$ cat config.mk
export PLATFORM = sky130hd
export DESIGN_NAME = ps2_poll_ctrl_flat
export DESIGN_NICKNAME = d
export VERILOG_FILES = /design/src/rtl/ps2_poll_ctrl_if.sv /design/src/rtl/ps2_poll_ctrl.sv /design/src/flat_wrapper.sv
export SDC_FILE = /design/constraint.sdc
export NUM_CORES = 1
export LEC_CHECK = 0
export ABC_CLOCK_PERIOD_IN_PS = 6150
export CORE_MARGIN = 10
export CORE_UTILIZATION = 50
export DETAILED_ROUTE_END_ITERATION = 8
export PLACE_DENSITY = 0.72
export SETUP_SLACK_MARGIN = 0.4
export SYNTH_ARGS = -nofsm -noshare
export SYNTH_HDL_FRONTEND = slang
export SYNTH_SLANG_ARGS = --single-unit
$ cat constraint.sdc
create_clock -name i_sys_clk -period 6.15 [get_ports i_sys_clk]
set_clock_uncertainty 0.1 [all_clocks]
set_input_delay 1.23 -clock i_sys_clk [delete_from_list [all_inputs] [get_ports i_sys_clk]]
set_output_delay 1.23 -clock i_sys_clk [all_outputs]
set_load 0.02 [all_outputs]
$ cat src/rtl/ps2_poll_ctrl_if.sv
// Byte-level handshake between the PS2 poll controller and its SPI byte driver.
// Signal names are seen from the controller side.
interface ps2_poll_ctrl_if;
  logic       o_send_req;
  logic [7:0] o_send_data;
  logic       i_send_busy;
  logic [7:0] i_recv_data;
  logic       i_recv_valid;
  logic       i_spi_done;

  modport master (
    output o_send_req, o_send_data,
    input  i_send_busy, i_recv_data, i_recv_valid, i_spi_done
  );

  modport slave (
    input  o_send_req, o_send_data,
    output i_send_busy, i_recv_data, i_recv_valid, i_spi_done
  );
endinterface

$ cat src/rtl/ps2_poll_ctrl.sv
// Periodically polls a PS2 (DualShock-style) controller with a 9-byte SPI frame,
// validates the reply and publishes buttons, stick axes and mode.
module ps2_poll_ctrl #(
  parameter int CLK_FRE     = 50,
  parameter int POLL_HZ     = 60,
  parameter int GAP_CYC     = 800,
  parameter int TIMEOUT_CYC = 4096
) (
  input  logic            i_sys_clk,
  input  logic            i_rst_n,
  input  logic            i_enable,
  ps2_poll_ctrl_if.master spi,
  output logic [15:0]     o_buttons,
  output logic [7:0]      o_rx,
  output logic [7:0]      o_ry,
  output logic [7:0]      o_lx,
  output logic [7:0]      o_ly,
  output logic [7:0]      o_mode_id,
  output logic            o_data_valid,
  output logic            o_frame_err
);
  localparam int POLL_CNT = CLK_FRE * 1000000 / POLL_HZ;
  localparam int PW = (POLL_CNT > 1) ? $clog2(POLL_CNT) : 1;
  localparam int GW = (GAP_CYC > 1) ? $clog2(GAP_CYC) : 1;
  localparam int TW = (TIMEOUT_CYC > 1) ? $clog2(TIMEOUT_CYC) : 1;

  typedef enum logic [2:0] {
    ST_IDLE  = 3'd0,
    ST_REQ   = 3'd1,
    ST_WAIT  = 3'd2,
    ST_GAP   = 3'd3,
    ST_CHECK = 3'd4
  } state_t;

  state_t        state_r, state_nxt_s;
  logic [PW-1:0] poll_cnt_r;
  logic [GW-1:0] gap_cnt_r;
  logic [TW-1:0] tmo_cnt_r;
  logic [3:0]    idx_r;
  logic [7:0]    frame_buf_r [0:8];
  logic          send_req_r, data_valid_r, frame_err_r;
  logic [7:0]    send_data_r, mode_r, rx_r, ry_r, lx_r, ly_r;
  logic [15:0]   buttons_r;
  logic          poll_tick_s, send_fire_s, store_s, timeout_s, check_s, frame_good_s;

  function automatic logic [7:0] cmd_byte(input logic [3:0] idx);
    case (idx)
      4'd0:    cmd_byte = 8'h01;
      4'd1:    cmd_byte = 8'h42;
      default: cmd_byte = 8'h00;
    endcase
  endfunction

  assign poll_tick_s  = (poll_cnt_r == PW'(POLL_CNT - 1));
  assign frame_good_s = ((frame_buf_r[1] == 8'h41) || (frame_buf_r[1] == 8'h73)) &&
                        (frame_buf_r[2] == 8'h5A);

  // State register
  always_ff @(posedge i_sys_clk) begin
    if (!i_rst_n) state_r <= ST_IDLE;
    else          state_r <= state_nxt_s;
  end

  // Next-state decode and per-cycle control strobes
  always_comb begin
    state_nxt_s = state_r;
    send_fire_s = 1'b0;
    store_s     = 1'b0;
    timeout_s   = 1'b0;
    check_s     = 1'b0;
    case (state_r)
      ST_IDLE: begin
        if (poll_tick_s && i_enable) state_nxt_s = ST_REQ;
        else                         state_nxt_s = ST_IDLE;
      end
      ST_REQ: begin
        if (!spi.i_send_busy) begin
          send_fire_s = 1'b1;
          state_nxt_s = ST_WAIT;
        end else begin
          state_nxt_s = ST_REQ;
        end
      end
      ST_WAIT: begin
        if (spi.i_spi_done && spi.i_recv_valid) begin
          store_s = 1'b1;
          if (idx_r == 4'd8) state_nxt_s = ST_CHECK;
          else               state_nxt_s = ST_GAP;
        end else if (tmo_cnt_r == TW'(TIMEOUT_CYC - 1)) begin
          timeout_s   = 1'b1;
          state_nxt_s = ST_IDLE;
        end else begin
          state_nxt_s = ST_WAIT;
        end
      end
      ST_GAP: begin
        if (gap_cnt_r == GW'(GAP_CYC - 1)) state_nxt_s = ST_REQ;
        else                               state_nxt_s = ST_GAP;
      end
      ST_CHECK: begin
        check_s     = 1'b1;
        state_nxt_s = ST_IDLE;
      end
      default: state_nxt_s = ST_IDLE;
    endcase
  end

  // Counters, frame buffer and registered outputs; poll counter free-runs in every state
  always_ff @(posedge i_sys_clk) begin
    if (!i_rst_n) begin
      poll_cnt_r   <= '0;
      gap_cnt_r    <= '0;
      tmo_cnt_r    <= '0;
      idx_r        <= 4'd0;
      for (int i = 0; i < 9; i++) frame_buf_r[i] <= 8'h00;
      send_req_r   <= 1'b0;
      send_data_r  <= 8'h00;
      buttons_r    <= 16'h0000;
      rx_r         <= 8'h80;
      ry_r         <= 8'h80;
      lx_r         <= 8'h80;
      ly_r         <= 8'h80;
      mode_r       <= 8'h00;
      data_valid_r <= 1'b0;
      frame_err_r  <= 1'b0;
    end else begin
      poll_cnt_r   <= poll_tick_s ? '0 : poll_cnt_r + PW'(1);
      gap_cnt_r    <= (state_r == ST_GAP) ? gap_cnt_r + GW'(1) : '0;
      tmo_cnt_r    <= (state_r == ST_WAIT) ? tmo_cnt_r + TW'(1) : '0;
      send_req_r   <= send_fire_s;
      data_valid_r <= check_s & frame_good_s;
      frame_err_r  <= timeout_s | (check_s & ~frame_good_s);
      if (send_fire_s) send_data_r <= cmd_byte(idx_r);
      if (state_r == ST_IDLE) idx_r <= 4'd0;
      else if (store_s)       idx_r <= idx_r + 4'd1;
      if (timeout_s) begin
        for (int i = 0; i < 9; i++) frame_buf_r[i] <= 8'h00;
      end else if (store_s) begin
        frame_buf_r[idx_r] <= spi.i_recv_data;
      end
      // Digital-mode frames carry no stick bytes, so axes report centre
      if (check_s && frame_good_s) begin
        buttons_r <= ~{frame_buf_r[4], frame_buf_r[3]};
        mode_r    <= frame_buf_r[1];
        if (frame_buf_r[1] == 8'h73) begin
          rx_r <= frame_buf_r[5];
          ry_r <= frame_buf_r[6];
          lx_r <= frame_buf_r[7];
          ly_r <= frame_buf_r[8];
        end else begin
          rx_r <= 8'h80;
          ry_r <= 8'h80;
          lx_r <= 8'h80;
          ly_r <= 8'h80;
        end
      end
    end
  end

  assign spi.o_send_req  = send_req_r;
  assign spi.o_send_data = send_data_r;
  assign o_buttons       = buttons_r;
  assign o_rx            = rx_r;
  assign o_ry            = ry_r;
  assign o_lx            = lx_r;
  assign o_ly            = ly_r;
  assign o_mode_id       = mode_r;
  assign o_data_valid    = data_valid_r;
  assign o_frame_err     = frame_err_r;
endmodule

$ cat src/flat_wrapper.sv
// flat-port wrapper written by rule: the top's interface ports become plain ports
module ps2_poll_ctrl_flat 
#(
  parameter int CLK_FRE     = 50,
  parameter int POLL_HZ     = 60,
  parameter int GAP_CYC     = 800,
  parameter int TIMEOUT_CYC = 4096
)
  (i_sys_clk, i_rst_n, i_enable, o_buttons, o_rx, o_ry, o_lx, o_ly, o_mode_id, o_data_valid, o_frame_err, spi_o_send_req, spi_o_send_data, spi_i_send_busy, spi_i_recv_data, spi_i_recv_valid, spi_i_spi_done);
  ps2_poll_ctrl_if spi_i ();
  input  logic i_sys_clk;
  input  logic i_rst_n;
  input  logic i_enable;
  output logic [15:0] o_buttons;
  output logic [7:0] o_rx;
  output logic [7:0] o_ry;
  output logic [7:0] o_lx;
  output logic [7:0] o_ly;
  output logic [7:0] o_mode_id;
  output logic o_data_valid;
  output logic o_frame_err;
  output wire logic [$bits(spi_i.o_send_req)-1:0] spi_o_send_req;
  output wire logic [$bits(spi_i.o_send_data)-1:0] spi_o_send_data;
  input wire logic [$bits(spi_i.i_send_busy)-1:0] spi_i_send_busy;
  input wire logic [$bits(spi_i.i_recv_data)-1:0] spi_i_recv_data;
  input wire logic [$bits(spi_i.i_recv_valid)-1:0] spi_i_recv_valid;
  input wire logic [$bits(spi_i.i_spi_done)-1:0] spi_i_spi_done;
  assign spi_o_send_req = spi_i.o_send_req;
  assign spi_o_send_data = spi_i.o_send_data;
  assign spi_i.i_send_busy = spi_i_send_busy;
  assign spi_i.i_recv_data = spi_i_recv_data;
  assign spi_i.i_recv_valid = spi_i_recv_valid;
  assign spi_i.i_spi_done = spi_i_spi_done;
  ps2_poll_ctrl #(.CLK_FRE(CLK_FRE), .POLL_HZ(POLL_HZ), .GAP_CYC(GAP_CYC), .TIMEOUT_CYC(TIMEOUT_CYC)) u_core (.i_sys_clk(i_sys_clk), .i_rst_n(i_rst_n), .i_enable(i_enable), .spi(spi_i), .o_buttons(o_buttons), .o_rx(o_rx), .o_ry(o_ry), .o_lx(o_lx), .o_ly(o_ly), .o_mode_id(o_mode_id), .o_data_valid(o_data_valid), .o_frame_err(o_frame_err));
endmodule
==> results.md, run 1 <==
* Placer Congestion at 0.798
* Die width at 141 um
* Area contributors post-synth: dfxtp_1, edfxtp_1, and3_1
* Clock-pin slew on the worst setup and hold paths at 70 ps
* Clk root buf: clkbuf_16
* Pwr dens at 274 mW/mm2
* Synth Flop Type: dfxtp_1
* Adder-Cell Fraction of Synth Area at under 10%
* Post-route DRC at 0
* Fillers at 1,187
* Final setup fails at 0
* CP Launch Type: flop
* Final WL at between 15,000 and 20,000 um
* Gate power share at under 10%
* Total track usage at 16.4%
* Floorplan row count at 44
* DR iter-0 viols at 417
* Status: finished clean
* Slew headroom at between 10% and 20%
* Cell with the most instances after synthesis: dfxtp_1
* CTS buffer count at 17
* Pre-antenna DRT Iters at 6
* Maxcap violations at 0
* Number of global-route vias before repair at 5,172
* Synthesized flop and latch total at 174
* Area of the mapped netlist at 0.00727 mm2
* Core area at roughly 0.014 mm2
* Max Freq at 303 MHz
* Cells resized by post-CTS repair at 0
* Cells after Synth at 700
* IO Pins at 81
* Post-DP HPWL at roughly 11,000 um
* Via/cell ratio at 5.82
* Combinational family with the most area after synthesis: simple AND/OR/NAND/NOR gates
* Worst-Skew Late Latency at 420 ps
* Syn_area_per_cell at 10.4 um2
* Clock power share at 45.9%
* First-pass GRT wire length at 26,500 um
* Hold Vio Cnt, Final at 0
* Non-Filler Instances at 943
* Post-route ant nets at 0
* Internal at around 1.9 mW
* Seq pwr share at 52.0%
* Initial antenna violation count at 0
* Min Tclk post-route at 3300 ps
* Mux share of post-synthesis cell area at 0%
* Worst VDD drop at 0.199 mV
* Fin. max-slew vios at 0
* FF-to-FF path depth at 5
* Asr flop ratio synth at 0%
* Sw Ratio at 20.9%
* Worst-case clock buffer depth at 2
* XOR/XNOR share of the synthesized area at 3.85%
* Synth Area in Compound Gates at 10.9%
* Hold bufs inserted after CTS at 0
* Synth Area in Simple Gates at between 20% and 30%
* Antenna fix cells at 0
* Clock sink count at 174
* Pin count of the biggest net entering global routing at 78
* Setup bufs post-CTS at 0
* RSZ-0062 raised after global routing: false
* Yosys Warn Count at 0
* Initial Utilization at 50.6%
* CP max FO at 54
* CP Class: flop to flop
* Share of the clock period used by the worst path at 53.6%
* Die height at 141 um
* Area growth syn-to-layout at 18.5%
* Area leader, netlist: dfxtp_1
* HP Class: flop to flop
* Total Nets Final at approximately 770
* Worst EP required at approximately 6300 ps
* Setup TNS at 0 ps
* Post-synth EDFFs at 64
* Wire per inst at 17.5 um
* Cell Count Post-Placement at between 900 and 1,000
* Count of cell types in the netlist at 50
* Switching Power at 492 uW
* # port buffers at 75
* Die area at 0.0198 mm2
* Total grt overflow at 0
* Min-Delay Path Depth at 1
* Commonest cells in the netlist: dfxtp_1, and3_1, edfxtp_1, nand2_1, nor2_1
* Leakage at around 3.3 nW
* TritonCTS clock tree: done
* Arrival time worst endpoint at 3460 ps
* Yosys top cell area share at 30.3%
* Via count at between 5,000 and 6,000
* Sequential area share after synthesis at 56.7%
* H-tree depth at 4
* Worst-margin pin slew at around 1200 ps
* Layout cell share with drive strength beyond 1 at 9.62%
* Crit end category: flop
[power groups by stage]
stage / registers (mW) / logic, mW / clock network, mW
after floorplan: 1.25 / 0.0323 / 0
after global placement: 1.25 / 0.0476 / 0
after detailed placement: 1.25 / 0.0491 / 0
after CTS: 1.22 / 0.0492 / 1.09
after global routing: 1.23 / 0.0538 / 1.14
final: 1.23 / 0.0498 / 1.08
[cells in the final DEF, fill, tap and decap left out, types with 3 or more instances in the layout]
cell,count
a21oi_1,39
a31o_2,29
a31oi_1,5
and2_1,13
and3_1,67
buf_4,4
bufinv_16,3
clkbuf_16,17
clkdlybuf4s50_1,74
clkinvlp_4,3
conb_1,5
dfxtp_1,110
edfxtp_1,64
ha_1,8
inv_1,19
nand2_1,59
nand2b_1,5
nand3_1,29
nand3b_1,3
nand4_1,29
nor2_1,52
nor3_1,14
nor4_1,7
nor4bb_1,3
o211a_1,16
o21a_1,4
o21ai_0,7
or3_1,3
xnor2_1,25
xor2_1,7
[sequential cells by signal, summed over array words and instances (netlist names), 2 cells and up]
signal,flops
u_core.idx_r,4
u_core.o_lx,8
u_core.o_rx,8
u_core.o_ry,8
u_core.o_mode_id,8
u_core.o_buttons,16
u_core.frame_buf_r,64
u_core.o_ly,8
u_core.tmo_cnt_r,12
u_core.gap_cnt_r,10
u_core.poll_cnt_r,20
u_core.state_r,3
u_core.spi.o_send_data,2
[worst paths after layout]
check	slack, ps	start	to
min reg2reg	360	u_core.gap_cnt_r[0]	u_core.gap_cnt_r[0]
max reg2reg	2850	u_core.frame_buf_r[1][2]	u_core.o_ly[7]
min	360	u_core.gap_cnt_r[0]	u_core.gap_cnt_r[0]
max	2850	u_core.frame_buf_r[1][2]	u_core.o_ly[7]
[per-stage QoR]
stage	worst slack (ps)	util, %	total power, mW	cell area, um2	hold slack [ps]
after floorplan	2980	-	1.28	7290	313
after global placement	2560	55.8	1.30	8020	329
after detailed placement	2460	55.8	1.30	8020	335
after CTS	2800	60.0	2.37	8620	363
after global routing	2580	60.0	2.42	8620	383
final	2850	60.0	2.36	8620	358
[cell families after synthesis]
logic type	count (synthesis)
other	1
adders and majority gates	8
buffers and inverters	75
xor gates and xnor gates	32
and+or+nand+nor	301
AOI/OAI and AO/OA	109
DFF	174
[critical path, stage by stage, from the launching register on]
cell	delay (ps)
edfxtp_1	360
nor4b_1	380
and3_2	940
and3_1	730
buf_4	450
a31oi_1	130
[area by class of cell]
class	instances	area [um2]	share of cell area [%]
flip-flops and latches	174	4120	47.9
multi-input cells	455	2820	32.7
repair buffers	79	776	9.00
clock buffers	17	425	4.94
well taps	184	230	2.67
clock inverters	15	170	1.98
inverters	19	71.3	0.828
[layer usage]
metal	vias up	part of all wire, %	track usage [%]
met3	24	9.0	5.71
met4	0	1.3	4.67
met5	-	0	0
met1	2629	44	21.0
met2	226	46	25.5
li1	2610	-	-
Note: power is estimated with default switching activity, not from simulation.
==> run 2, diff against run 1 <==
ABC_CLOCK_PERIOD_IN_PS = 3000   (was 6150)
PLACE_DENSITY = 0.75   (was 0.72)
clock period = 3 ns   (was 6.15 ns; I/O delays follow)
==> results.md, run 2 (same netlist as run 1, synthesis figures left out) <==
* Status: finished clean (unchanged)
* Met2 usage at 26.0% (was 25.5%)
* Worst EP required at 2970 ps (was 6320 ps)
* Busiest grt layer: met2 (unchanged)
* Most frequent cells in the layout: dfxtp_1, clkdlybuf4s50_1, and3_1 (unchanged)
* Leakage at 3.37 nW (was 3.32 nW)
* Clock-pin slew on the worst setup and hold paths at 60 ps (was 70 ps)
* Area of the multi-input gates at 0.00282 mm2 (about the same)
* Placer Congestion at 0.792 (was 0.798)
* Crit end category: flop (unchanged)
* Initial antenna violation count at 0 (unchanged)
* WP depth at 5 (unchanged)
* Hold Vio Cnt, Final at 0 (unchanged)
* CP Class: flop to flop (unchanged)
* Setup bufs post-CTS at 0 (unchanged)
* Initial Utilization at 50.6% (unchanged)
* Crit path max-delay family: simple AND/OR/NAND/NOR gates (unchanged)
* DR iter-0 viols at 417 (unchanged)
* Max FFs per register at 64 (unchanged)
* Most common cell after layout, fill and taps aside: dfxtp_1 (unchanged)
* Layout cell share with drive strength beyond 1 at 10.6% (was 9.62%)
* Total Nets Final at 779 (was 768)
* Min Tclk post-route at 2370 ps (was 3300 ps)
* Critical path's slowest cell: nand3_1 (was and3_2)
* Pre-antenna DRT Iters at 7 (was 6)
* CP Launch Type: flop (unchanged)
* Pwr dens at 549 mW/mm2 (was 274 mW/mm2)
* RSZ-0062 raised after global routing: false (unchanged)
* Power consumption at 4.78 mW (was 2.36 mW)
* Worst Path Buf+Inv at 0 (was 1)
* Floorplan row count at 44 (unchanged)
* Post-route DRC at 0 (unchanged)
* Total grt overflow at 0 (unchanged)
* Antenna fix cells at 0 (unchanged)
* Setup TNS at 0 ps (unchanged)
* Slew headroom at 62.1% (was 17.9%)
* Die width at 141 um (unchanged)
* Final WL at 16,300 um (was 16,500 um)
* IO Pins at 81 (unchanged)
* H-tree depth at 4 (unchanged)
* CTS buffer count at 17 (unchanged)
* TritonCTS clock tree: done (unchanged)
* Wire per inst at 17.1 um (was 17.5 um)
* Via/cell ratio at 5.69 (was 5.82)
* Max Freq at 422 MHz (was 303 MHz)
* Register area at 0.00412 mm2 (unchanged)
* # port buffers at 75 (unchanged)
* Share of the clock period used by the worst path at 79.0% (was 53.6%)
* Biggest register: u_core.frame_buf_r (unchanged)
* Area growth syn-to-layout at 19.7% (was 18.5%)
* Final setup fails at 0 (unchanged)
* Number of global-route vias before repair at 5,063 (was 5,172)
* Worst VDD drop at 0.419 mV (was 0.199 mV)
* Worst-margin pin slew at 568 ps (was 1230 ps)
* First-pass GRT wire length at 26,000 um (was 26,500 um)
* Fin. max-slew vios at 0 (unchanged)
* GR met1 Demand/Resource at 19.9% (was 21.0%)
* Clock sink count at 174 (unchanged)
* Cells along the critical path: ha_1 > nand4_1 > nor3_1 > nand3_2 > nand3_1 (was nor4b_1 > and3_2 > and3_1 > buf_4 > a31oi_1)
* Core area at 0.0144 mm2 (unchanged)
* Fillers at 1,122 (was 1,187)
* Total track usage at 16.2% (was 16.4%)
* Die height at 141 um (unchanged)
* Via count at 5,429 (was 5,489)
* HP Class: flop to flop (unchanged)
* Clk root buf: clkbuf_16 (unchanged)
* Worst-Skew Late Latency at 420 ps (about the same)
* Post-DP HPWL at 11,000 um (was 10,800 um)
* CP max FO at 8 (was 54)
* Min-Delay Path Depth at 2 (was 1)
* FF-to-FF path depth at 5 (unchanged)
* CP peak stage delay at 450 ps (was 940 ps)
* Worst-case clock buffer depth at 2 (unchanged)
* Die area at 0.0198 mm2 (unchanged)
* Hold slack at 360 ps (was 358 ps)
* Pin count of the biggest net entering global routing at 48 (was 78)
* Met3 Use GR at 4.43% (was 5.71%)
* Post-route ant nets at 0 (unchanged)
* Maxcap violations at 0 (unchanged)
* Arrival time worst endpoint at 2340 ps (was 3460 ps)
[run 2: worst register-to-register path: cells and delay by family (launching register included)]
| kind | cells | cell delay (ps) |
|---|---|---|
| fa+ha+maj | 1 | 210 |
| simple gates | 4 | 1350 |
| flops | 1 | 360 |
[run 2: report_power, final]
| group | internal, mW | switching (mW) | total (mW) |
|---|---|---|---|
| clock | 1.30 | 0.867 | 2.16 |
| combinational | 0.0303 | 0.0744 | 0.105 |
| sequential | 2.49 | 0.0217 | 2.51 |
[run 2: final timing paths]
kind                                           from                       end  slack [ps]
worst max-delay path            u_core.tmo_cnt_r[0]  u_core.frame_buf_r[3][7]         630
worst min register to register  u_core.o_mode_id[1]       u_core.o_mode_id[1]         360
worst max register to register  u_core.tmo_cnt_r[0]  u_core.frame_buf_r[3][7]         630
worst min-delay path            u_core.o_mode_id[1]       u_core.o_mode_id[1]         360
[run 2: timing repair]
action | CTS | global route
hold buffers | 0 | 0
gates resized for setup | 0 | 1
endpoints found under the setup margin | 0 | 64
[run 2: cell type report]
class	count	share of cell area [%]
sequential	174	47.4
multi-input combinational	455	32.5
timing repair buffer	90	10.0
clock buffer	19	4.98
tap	184	2.65
clock inverter	13	1.70
inverter	19	0.820
[run 2: layer usage]
metal | wire, um | up-vias
met5 | 0 | -
met4 | 327 | 0
met3 | 1300 | 27
met2 | 7780 | 225
met1 | 6920 | 2559
li1 | - | 2618
[run 2: metrics by stage]
| step | instances | instance area, um2 | utilization (%) | worst slack, ps |
|---|---|---|---|---|
| after floorplan | 704 | 7290 | - | 464 |
| after global placement | 922 | 8120 | 56.5 | 272 |
| after detailed placement | 922 | 8120 | 56.5 | 229 |
| after CTS | 954 | 8700 | 60.5 | 499 |
| after global routing | 954 | 8700 | 60.6 | 457 |
| final | 954 | 8700 | 60.6 | 630 |
